--- src/rtl/turn_control_if.sv ---
`default_nettype none
// ============================================================================
// Module      : turn_control_if
// Description : Ready/throw/game-over inputs and turn status outputs of the
//               turn controller.
// Revision    : 1.0 - initial release
// ============================================================================
interface turn_control_if;
  logic       local_ready;
  logic       remote_ready;
  logic       current_player;
  logic       throw_done;
  logic       remote_throw_done;
  logic       game_over;
  logic       game_started;
  logic       active_player;
  logic       my_turn;
  logic [3:0] seconds_left;
  logic [7:0] turn_count;
  logic       timeout;

  modport master (
    output local_ready, remote_ready, current_player,
           throw_done, remote_throw_done, game_over,
    input  game_started, active_player, my_turn,
           seconds_left, turn_count, timeout
  );

  modport slave (
    input  local_ready, remote_ready, current_player,
           throw_done, remote_throw_done, game_over,
    output game_started, active_player, my_turn,
           seconds_left, turn_count, timeout
  );
endinterface
`default_nettype wire

--- src/rtl/turn_control.sv ---
`default_nettype none
// ============================================================================
// Module      : turn_control
// Description : Two-player turn sequencer with a per-turn seconds countdown,
//               turn counter and timeout pulse.
// Revision    : 1.0 - initial release
// ============================================================================
module turn_control #(
  parameter int CLK_HZ       = 60_000_000,
  parameter int TURN_SECONDS = 10
) (
  input  logic           clk60MHz,
  input  logic           rst,
  turn_control_if.slave  bus
);

  localparam int c_PRE_W = (CLK_HZ > 1) ? $clog2(CLK_HZ) : 1;
  localparam logic [c_PRE_W-1:0] c_PRE_MAX = c_PRE_W'(CLK_HZ - 1);
  localparam logic [c_PRE_W-1:0] c_PRE_ONE = c_PRE_W'(1);
  localparam logic [3:0]         c_TURN    = 4'(TURN_SECONDS);

  typedef enum logic [1:0] {
    WAIT_READY = 2'd0,
    P1_TURN    = 2'd1,
    P2_TURN    = 2'd2,
    OVER       = 2'd3
  } state_t;

  state_t             r_state;
  logic [c_PRE_W-1:0] r_prescaler;
  logic               r_local_player;
  logic               r_game_started;
  logic               r_active_player;
  logic               r_my_turn;
  logic [3:0]         r_seconds_left;
  logic [7:0]         r_turn_count;
  logic               r_timeout;

  logic       w_tick;
  logic       w_throw;
  logic       w_expire;
  logic       w_next_player;
  logic [7:0] w_count_inc;

  assign w_tick        = (r_prescaler == c_PRE_MAX);
  // Only the side that owns the turn may end it with a throw.
  assign w_throw       = (bus.throw_done && r_my_turn) ||
                         (bus.remote_throw_done && !r_my_turn);
  assign w_expire      = w_tick && (r_seconds_left == 4'd1);
  assign w_next_player = ~r_active_player;
  assign w_count_inc   = (r_turn_count == 8'hFF) ? r_turn_count
                                                 : r_turn_count + 8'd1;

  always_ff @(posedge clk60MHz) begin
    if (rst) begin
      r_state         <= WAIT_READY;
      r_prescaler     <= '0;
      r_local_player  <= 1'b0;
      r_game_started  <= 1'b0;
      r_active_player <= 1'b0;
      r_my_turn       <= 1'b0;
      r_seconds_left  <= 4'd0;
      r_turn_count    <= 8'd0;
      r_timeout       <= 1'b0;
    end else begin
      r_timeout <= 1'b0;
      case (r_state)
        WAIT_READY: begin
          if (bus.local_ready && bus.remote_ready) begin
            r_state         <= P1_TURN;
            r_local_player  <= bus.current_player;
            r_game_started  <= 1'b1;
            r_active_player <= 1'b0;
            r_my_turn       <= (bus.current_player == 1'b0);
            r_seconds_left  <= c_TURN;
            r_prescaler     <= '0;
          end
        end
        P1_TURN, P2_TURN: begin
          if (bus.game_over) begin
            r_state     <= OVER;
            r_my_turn   <= 1'b0;
            r_prescaler <= '0;
          end else if (w_throw || w_expire) begin
            r_state         <= (r_state == P1_TURN) ? P2_TURN : P1_TURN;
            r_active_player <= w_next_player;
            r_my_turn       <= (w_next_player == r_local_player);
            r_seconds_left  <= c_TURN;
            r_prescaler     <= '0;
            r_turn_count    <= w_count_inc;
            // A throw landing on the expiry tick counts as a normal turn end.
            r_timeout       <= w_expire && !w_throw;
          end else begin
            if (w_tick) begin
              r_prescaler    <= '0;
              r_seconds_left <= r_seconds_left - 4'd1;
            end else begin
              r_prescaler <= r_prescaler + c_PRE_ONE;
            end
          end
        end
        OVER: begin
          r_my_turn <= 1'b0;
        end
        default: begin
          r_state <= WAIT_READY;
        end
      endcase
    end
  end

  assign bus.game_started  = r_game_started;
  assign bus.active_player = r_active_player;
  assign bus.my_turn       = r_my_turn;
  assign bus.seconds_left  = r_seconds_left;
  assign bus.turn_count    = r_turn_count;
  assign bus.timeout       = r_timeout;

endmodule
`default_nettype wire

--- src/flat_wrapper.sv ---
// flat-port wrapper written by rule: the top's interface ports become plain ports
module turn_control_flat 
#(
  parameter int CLK_HZ       = 60_000_000,
  parameter int TURN_SECONDS = 10
)
  (clk60MHz, rst, bus_local_ready, bus_remote_ready, bus_current_player, bus_throw_done, bus_remote_throw_done, bus_game_over, bus_game_started, bus_active_player, bus_my_turn, bus_seconds_left, bus_turn_count, bus_timeout);
  turn_control_if bus_i ();
  input  logic clk60MHz;
  input  logic rst;
  input wire logic [$bits(bus_i.local_ready)-1:0] bus_local_ready;
  input wire logic [$bits(bus_i.remote_ready)-1:0] bus_remote_ready;
  input wire logic [$bits(bus_i.current_player)-1:0] bus_current_player;
  input wire logic [$bits(bus_i.throw_done)-1:0] bus_throw_done;
  input wire logic [$bits(bus_i.remote_throw_done)-1:0] bus_remote_throw_done;
  input wire logic [$bits(bus_i.game_over)-1:0] bus_game_over;
  output wire logic [$bits(bus_i.game_started)-1:0] bus_game_started;
  output wire logic [$bits(bus_i.active_player)-1:0] bus_active_player;
  output wire logic [$bits(bus_i.my_turn)-1:0] bus_my_turn;
  output wire logic [$bits(bus_i.seconds_left)-1:0] bus_seconds_left;
  output wire logic [$bits(bus_i.turn_count)-1:0] bus_turn_count;
  output wire logic [$bits(bus_i.timeout)-1:0] bus_timeout;
  assign bus_i.local_ready = bus_local_ready;
  assign bus_i.remote_ready = bus_remote_ready;
  assign bus_i.current_player = bus_current_player;
  assign bus_i.throw_done = bus_throw_done;
  assign bus_i.remote_throw_done = bus_remote_throw_done;
  assign bus_i.game_over = bus_game_over;
  assign bus_game_started = bus_i.game_started;
  assign bus_active_player = bus_i.active_player;
  assign bus_my_turn = bus_i.my_turn;
  assign bus_seconds_left = bus_i.seconds_left;
  assign bus_turn_count = bus_i.turn_count;
  assign bus_timeout = bus_i.timeout;
  turn_control #(.CLK_HZ(CLK_HZ), .TURN_SECONDS(TURN_SECONDS)) u_core (.clk60MHz(clk60MHz), .rst(rst), .bus(bus_i));
endmodule
--- config.mk ---
export PLATFORM = sky130hd
export DESIGN_NAME = turn_control_flat
export DESIGN_NICKNAME = d
export VERILOG_FILES = /design/src/rtl/turn_control_if.sv /design/src/rtl/turn_control.sv /design/src/flat_wrapper.sv
export SDC_FILE = /design/constraint.sdc
export NUM_CORES = 1
export LEC_CHECK = 0
export CORE_ASPECT_RATIO = 2
export CORE_MARGIN = 3
export CORE_UTILIZATION = 55
export CTS_CLUSTER_SIZE = 24
export DETAILED_ROUTE_END_ITERATION = 10
export GPL_ROUTABILITY_DRIVEN = 1
export PLACE_DENSITY = 0.75
export SKIP_LAST_GASP = 1
export SYNTH_ARGS = -nofsm -noshare
export SYNTH_HDL_FRONTEND = slang
export SYNTH_SLANG_ARGS = --single-unit
export TNS_END_PERCENT = 20
--- constraint.sdc ---
create_clock -name clk60MHz -period 3 [get_ports clk60MHz]
set_input_delay 0.6 -clock clk60MHz [delete_from_list [all_inputs] [get_ports clk60MHz]]
set_output_delay 0.6 -clock clk60MHz [all_outputs]
set_load 0.01 [all_outputs]
==> metrics.cfg, run 1 <==
[clocking]
cts.repair.resized=0
cts_num_sinks=45
clock-root-buffer=clkbuf_8
worstSkewPairLatency_ns=0.30
cts_hold_buf=0
path_clk_slew_ns=0.09
ctsLongestPathBuffers=2
post_cts_buffers=0
cts_tree=yes
cts-buffers-inserted=5
htreeDepth=2

[sta]
holdWs_ns=0.464
drv_slew=0
fmax_ghz=0.388
fin_worst_skew_ns=0.00955
hold_viol_final=0
slew_headroom=0.267
tns_ns=0
setup_viol=0
worst_pin_slew_ns=1.09
rsz0062_at_grt=no
period_needed_ns=2.58
finalCritPeriodShare=0.860

[synthesis]
synth-seq-cells=45
synth.most_common_cell=dfxtp_1
synth_nets=297
synth_top_area_share=0.370
netlist_area_sq_um=2430
synth_cell_type_count=48
yosys.area.top_type=dfxtp_1
synthTopCellsByCount=45 x dfxtp_1, 40 x nor2_1, 19 x nand3_1
ys.flop_type=dfxtp_1
ys_top_cells_by_area=dfxtp_1 37%, xor2_1 6.5%, nor2_1 6.2%, nand3_1 3.9%, nand4_1 3.9%
yosysWarnings=0
synth_edf_count=0
ys_async_sr_fraction=0
synth.avg_cell_area_sq_um=8.63
synth_cells=282
yosysSeqAreaShare=0.370

[worst_setup_path]
r2r_start=u_core.r_prescaler[0]$_SDFFE_PP0P_
crit_fanout=13
arrival_ns=2.77
end_kind=register
critPathKind=reg2reg
start_kind=register
worstPathRequired_ns=3.19
crit_start=u_core.r_prescaler[0]$_SDFFE_PP0P_

[grt]
grt_pass1_vias=2184
grt-ovfl-total=0
grt_pass1_wl_um=9590
antenna_found_initial=0
track_usage=0.235
grt_max_degree=25

[final_layout]
area_delta_synth_final_pct=15.8
fillers=376
drive_gt1_frac=0.0965
post-route-util=0.676
fin_nets=325
stdcell_count=363
num_antenna_cells=0

[power]
p_leak_nw=0.990
ir_worst_vdd_v=0.000427
p_per_area_nw_per_um2=493
finalPower_mw=1.39

[placed_design]
port_buffers=23
routabilityCongestion=0.910
dp_cells=355
hpwlAfterDp_um=4130

[floorplanning]
num_rows=33
die_w_um=53.0
dieArea_sq_um=5310
initial_core_util=0.584
io_pins=24
die_height_um=100
core_sq_um=4170

[outcome]
status=finished, final reports clean

[route]
drtIter0Drc=39
vias_per_cell=5.94
first_pass_iters=4
finalWirelength_um=5470
post-route-drc-count=0
postRouteAntennaNets=0
num_vias=2155
wl_per_cell_um=15.1

[run]
cap_violations=0

[hold_path]
hp-class=reg2reg
worstHoldStart=u_core.bus.game_started$_SDFFE_PP0P_

==> final timing paths <==
path,endpoint,slack (ns),cells after the start
setup / recovery,u_core.r_state[1]$_SDFFE_PP0P_,0.42,6
hold / removal,u_core.bus.game_started$_SDFFE_PP0P_,0.46,2
setup reg to reg,u_core.r_state[1]$_SDFFE_PP0P_,0.42,6
hold reg to reg,u_core.bus.game_started$_SDFFE_PP0P_,0.46,2
==> power by group <==
part | switching (mW) | total, mW | internal (mW)
Sequential | 0.0334 | 0.663 | 0.630
Clock | 0.202 | 0.364 | 0.162
Combinational | 0.201 | 0.365 | 0.164
Total | 0.436 | 1.39 | 0.955
==> critical path: stages, from the launching register on <==
cell	delay, ns
dfxtp_1	0.42
ha_1	0.23
nand4_1	0.20
or3_4	0.47
or4_4	0.54
a21oi_1	0.24
mux2_2	0.37
==> state kept, by name, summed over array words and instances (netlist names) <==
signal,cells
u_core.bus.turn_count,8
u_core.bus.seconds_left,4
u_core.bus.timeout,1
u_core.bus.game_started,1
u_core.r_prescaler,26
u_core.bus.my_turn,1
u_core.r_state,2
u_core.r_local_player,1
u_core.bus.active_player,1
==> per-layer routing <==
metal  part of all wire  vias up  track usage
met5                  0        -            0
met3              0.040       13       0.0416
met4              0.024        0        0.104
met2               0.56       60        0.438
li1                   -     1057            -
met1               0.37     1025        0.239
==> through the flow <==
step	setup slack [ns]	area (sq um)
6_report	0.421	2820
5_1_grt	0.221	2820
3_5_place_dp	0.225	2740
3_3_place_gp	0.321	2740
4_1_cts	0.422	2820
2_1_floorplan	0.720	2430
==> placed cells by master (no fill, tap or decap), types with 3 or more instances in the layout <==
master	instances
a21o_1	4
a21oi_1	13
a31oi_1	5
and3_1	4
buf_4	6
clkbuf_8	5
clkdlybuf4s50_1	23
dfxtp_1	45
ha_1	7
inv_1	7
mux2_1	5
mux2_2	4
mux2i_1	5
nand2_1	16
nand2b_1	6
nand3_1	19
nand3b_1	3
nand4_1	15
nor2_1	40
nor2b_1	9
nor3_1	4
nor3b_1	3
o21ai_0	4
or4_1	3
xnor2_1	5
xor2_1	18
==> cell type report <==
class | instances | area, sq um | share of cell area
multi-input combinational | 222 | 1470 | 0.521
timing repair buffer | 29 | 275 | 0.0976
tap | 52 | 65.1 | 0.0231
clock inverter | 2 | 10.0 | 0.00355
inverter | 7 | 26.3 | 0.00932
sequential | 45 | 901 | 0.319
clock buffer | 6 | 72.6 | 0.0257
==> cells by family after synthesis <==
family,count (synthesis),share of synthesized area
muxes,14,0.0622
AOI/OAI and AO/OA,37,0.100
adders and majority gates,7,0.0360
xor gates and xnor gates,23,0.0827
DFF,45,0.370
buffers and inverters,15,0.0262
and+or+nand+nor,141,0.323
Note: power is estimated with default switching activity, not from simulation.
==> inputs of run 2 (changes only) <==
CORE_UTILIZATION = 51   (was 55)
PLACE_DENSITY = 0.73   (was 0.75)
clock period = 2.1 ns   (was 3 ns; I/O delays follow)
==> run 2 against run 1 <==
  * The run now ends with negative setup slack left
  * Final cell count up 13%
  * Via count grew 10%
  * Die area rose by 7.2%
  * Sequential share of layout area fell by 4.7 points
  * Clock power grew 91%
  * Setup slack worse by 0.54 ns
  * Global-route usage is 1.7 points higher
  * Combinational power is 85% higher
  * Register-to-register slack lost 0.54 ns
  * Design area rose by 18%
  * Critical path type unchanged
  * Critical endpoint unchanged
  * Largest power group unchanged
==> metrics.cfg, run 2 (synthesized netlist as in run 1, its figures left out) <==
[clocking]
path_clk_slew_ns=0.09
cts_hold_buf=0
htreeDepth=2
cts_num_sinks=45
cts_tree=yes
ctsLongestPathBuffers=2
clock-root-buffer=clkbuf_8
cts-buffers-inserted=5
worstSkewPairLatency_ns=0.31

[run]
cap_violations=0

[grt]
track_usage=0.251
grt_max_degree=33
grt_pass1_wl_um=10600
grt_pass1_vias=2368
grt-ovfl-total=0
antenna_found_initial=0

[final_layout]
largest_reg_flops=26
largest-register=u_core.r_prescaler
fillers=375
most-common-layout-cells=48 x buf_4, 43 x dfxtp_1, 40 x nor2_1, 23 x clkdlybuf4s50_1, 19 x nand3_1
area_delta_synth_final_pct=36.3
drive_gt1_frac=0.255
num_antenna_cells=0
layout_commonest_cell=buf_4
stdcell_count=412
fin_nets=371

[sta]
worst_pin_slew_ns=0.563
slew_headroom=0.624
holdWs_ns=0.451
fin_worst_skew_ns=0.0109
drv_slew=0
tns_ns=-1.04
setup_viol=13
setup_slack_ns=-0.119
period_needed_ns=2.22
fmax_ghz=0.451
rsz0062_at_grt=yes
finalCritPeriodShare=1.06
hold_viol_final=0

[power]
ir_worst_vdd_v=0.000543
p_leak_nw=1.25
finalPower_mw=2.32
internal-power_mw=1.63
net-switching-power_mw=0.687
sw_frac_of_total=0.297
p_per_area_nw_per_um2=698
clkPwrFrac=0.300
pwr-share-seq=0.408
comb_power_share=0.292

[floorplanning]
dieArea_sq_um=5690
die_height_um=104
initial_core_util=0.530
core_sq_um=4600
num_rows=35
io_pins=24
die_w_um=54.9

[placed_design]
routabilityCongestion=0.807
port_buffers=23
hpwlAfterDp_um=4780
dp_cells=401

[route]
wl_per_cell_um=16.0
postRouteAntennaNets=0
finalWirelength_um=6590
post-route-drc-count=0
vias_per_cell=5.77
first_pass_iters=4
drtIter0Drc=69
num_vias=2376

[worst_setup_path]
start_kind=register
arrival_ns=2.42
cpPeakStageDelay_ns=0.57
worstPathRequired_ns=2.30
path_delay_family=simple AND/OR/NAND/NOR gates
crit_fanout=6
crit_slowest_cell=or4_4
critPathKind=reg2reg
crit_path_cell_trace=ha_4 > nand4_1 > or3_4 > or4_4 > a21oi_2 > mux2_2
crit_buf_inv=0
end_kind=register
rrSetupSlack_ns=-0.12

[outcome]
violations=negative setup slack
status=complete, but fails checks

[hold_path]
hp-class=reg2reg

[run 2: cell count changes in the layout (fill, tap and decap cells not counted), sizes merged]
cell and change:
bufinv +1, clkinvlp +1, clkinv -2, buf +45, or4 +1
[run 2: area by class of cell]
class                           instances  area, sq um  area share
Clock buffer                            6         82.6      0.0249
Clock inverter                          2         37.5      0.0113
Inverter                                7         26.3     0.00792
Multi-Input combinational cell        223         1560       0.470
Sequential cell                        45          903       0.272
Tap cell                               55         68.8      0.0207
Timing Repair Buffer                   74          642       0.193
[run 2: power by group through the flow]
stage	logic (mW)	registers, mW	clock network (mW)
2_1_floorplan	0.347	0.972	0
3_3_place_gp	0.632	0.961	0
3_5_place_dp	0.642	0.964	0
4_1_cts	0.670	0.944	0.705
5_1_grt	0.740	0.951	0.726
6_report	0.676	0.945	0.695
[run 2: worst min-delay path, cell delays in order, from the launching register on]
cell     delay [ns]
dfxtp_1        0.32
inv_1          0.05
a21oi_1        0.05
[run 2: path summary, 6_finish.rpt]
| check | startpoint | depth (start not counted) | endpoint |
|---|---|---|---|
| worst min-delay path | u_core.bus.game_started$_SDFFE_PP0P_ | 2 | u_core.bus.game_started$_SDFFE_PP0P_ |
| worst max register to register | u_core.r_prescaler[1]$_SDFFE_PP0P_ | 6 | u_core.r_state[1]$_SDFFE_PP0P_ |
| worst max-delay path | u_core.r_prescaler[1]$_SDFFE_PP0P_ | 6 | u_core.r_state[1]$_SDFFE_PP0P_ |
| worst min register to register | u_core.bus.game_started$_SDFFE_PP0P_ | 2 | u_core.bus.game_started$_SDFFE_PP0P_ |
[run 2: what timing repair did]
item                       4_1_cts  5_1_grt
pin swaps                        4        1
setup buffers                    1        1
cloned                           1        0
resized for setup                7        5
setup endpoints to repair       35       40
[run 2: through the flow]
step | cell area [sq um] | util | setup slack [ns]
floorplan | 2470 | - | -0.0848
global placement | 3130 | 0.680 | -0.130
detailed placement | 3130 | 0.680 | -0.186
CTS | 3290 | 0.716 | -0.129
global route | 3320 | 0.722 | -0.157
finish | 3320 | 0.722 | -0.119
[run 2: routing by layer]
| metal | vias to the layer above | GRT usage | routed length [um] |
|---|---|---|---|
| met2 | 59 | 0.446 | 3750 |
| met3 | 29 | 0.0374 | 177 |
| met1 | 1126 | 0.251 | 2340 |
| met4 | 0 | 0.150 | 319 |
| li1 | 1162 | - | - |
| met5 | - | 0 | 0 |
==> inputs of run 3 (changes only) <==
GPL_ROUTABILITY_DRIVEN = 0   (was 1)
==> results of run 3 <==
Same layout as run 2: the final DEF is identical, and so are final timing and power.
==> patch: new RTL, flow settings as in run 2 <==
Re-encode `state_t` (4 states) as one-hot, 4 bits wide.
--- a/src/rtl/turn_control.sv
+++ b/src/rtl/turn_control.sv
@@ -19,11 +19,11 @@
   localparam logic [c_PRE_W-1:0] c_PRE_ONE = c_PRE_W'(1);
   localparam logic [3:0]         c_TURN    = 4'(TURN_SECONDS);
 
-  typedef enum logic [1:0] {
-    WAIT_READY = 2'd0,
-    P1_TURN    = 2'd1,
-    P2_TURN    = 2'd2,
-    OVER       = 2'd3
+  typedef enum logic [3:0] {
+    WAIT_READY = 4'b0001,
+    P1_TURN    = 4'b0010,
+    P2_TURN    = 4'b0100,
+    OVER       = 4'b1000
   } state_t;
 
   state_t             r_state;
Function: no difference found for any inputs over 10 cycles, from zero or initial values and one cycle with rst high; not proved beyond that.
==> patch against run 2 <==
- area after synthesis rose by 13%
- sequential cell count grew 2
- final area is 4.6% higher
- setup slack better by 0.20 ns
- wire length increased by 17%
- core utilization is 5.2 points lower
- critical path type unchanged
- critical endpoint is now u_core.r_prescaler[22]
Power is not compared: it rests on default switching activity, and its combinational part moved more than twofold at a synthesized area within 25%.
==> patch: results (changes against run 2) <==
count of plain and timing-repair buffers 75 (+1.4%); status complete, no violations; postcts setup bufs 0 (-1); Post-synth top cells dfxtp_1 (47), nor2_1 (33), nand2_1 (22), nand3_1 (18), a211oi_1 (14); routed length on met2 4.229 mm (+13%); Detailed Place HPWL 5.904 mm (+24%); Slowest-stage cell, CP dfxtp_1; # clock sinks 47 (+4.4%); hold slack 0.4770 ns (+0.02559 ns); slowest stage delay, CP 0.40 ns (-0.17 ns); met3 wire length 266 µm (+50%); global-route met1 utilization 24.16% (-0.91 points); Crit Reg-Reg Endpoint u_core.r_prescaler[22]; synthesized instance count 323 (+15%); share of layout cells above drive strength 1 21.71% (-3.8 points); fin crit share 96.20% (-9.5 points); multi-input logic area 0.001717 mm² (+10%); Seq/Total Area, Yosys 34.23% (-2.8 points); via/cell ratio 6.202 (+7.5%); starting DRC count in detailed routing 112 (+62%); Reg area 942.2 µm² (+4.3%); Slew @ Worst Pin 0.5874 ns (+0.02402 ns); first-pass GRT wire length 12.43 mm (+17%); Nets 398 (+7.3%); comb_multi_in 250 (+12%); Seq/total area 27.14% (-0.079 points)
## patch: cell count changes in the layout (fill, tap and decap cells not counted), moves of 5 or more
cell	before	now
nor2_1	40	31
nand4_1	15	10
and4_1	2	7
o31ai_1	0	6
nand2b_1	6	0
or3_1	0	5
mux2_2	2	7
xor2_1	18	9
a21oi_2	7	0
a21oi_1	6	12
nand2_1	16	22
a211oi_1	2	12
## patch: worst max path at each step
stage | start | end | depth (start not counted)
final | u_core.r_prescaler[1] | u_core.r_prescaler[22] | 9
after global routing | u_core.r_prescaler[1] | u_core.bus.turn_count[4] | 7
after CTS | u_core.r_prescaler[0] | u_core.bus.turn_count[7] | 7
after detailed placement | bus_remote_ready | u_core.r_prescaler[7] | 7
after global placement | bus_local_ready | u_core.r_prescaler[25] | 7
after floorplan | u_core.r_prescaler[0] | u_core.bus.turn_count[2] | 6
## patch: kinds of logic (layout without fill, tap and decap cells)
logic type / after synthesis / after routing / synth area share [%]
compound gates: 71 / 71 / 19.30
xor+xnor: 16 / 16 / 5.098
fa+ha+maj: 4 / 4 / 1.821
buf+inv: 26 / 90 / 4.552
flops: 47 / 47 / 34.23
mux: 12 / 12 / 4.688
simple gates: 147 / 147 / 30.31
## patch: critical path, delay by kind of cell, from the launching register on
family | cells | cell delay [ns]
buffers and inverters | 3 | 0.54
DFF | 1 | 0.40
and+or+nand+nor | 2 | 0.40
AOI/OAI and AO/OA | 3 | 0.37
adders and majority gates | 1 | 0.20
## patch: power by group
part | total, mW | leakage, nW | internal, mW | switching [mW]
clock network | 0.549 | 0.0422 | 0.234 | 0.315
logic | 0.157 | 0.827 | 0.0727 | 0.0847
registers | 0.908 | 0.380 | 0.899 | 0.00830
## patch: repair_timing
item / CTS / global route
gates cloned: 0 / 0
pin swaps: 0 / 1
setup endpoints to repair: 6 / 31
resized for setup: 2 / 8
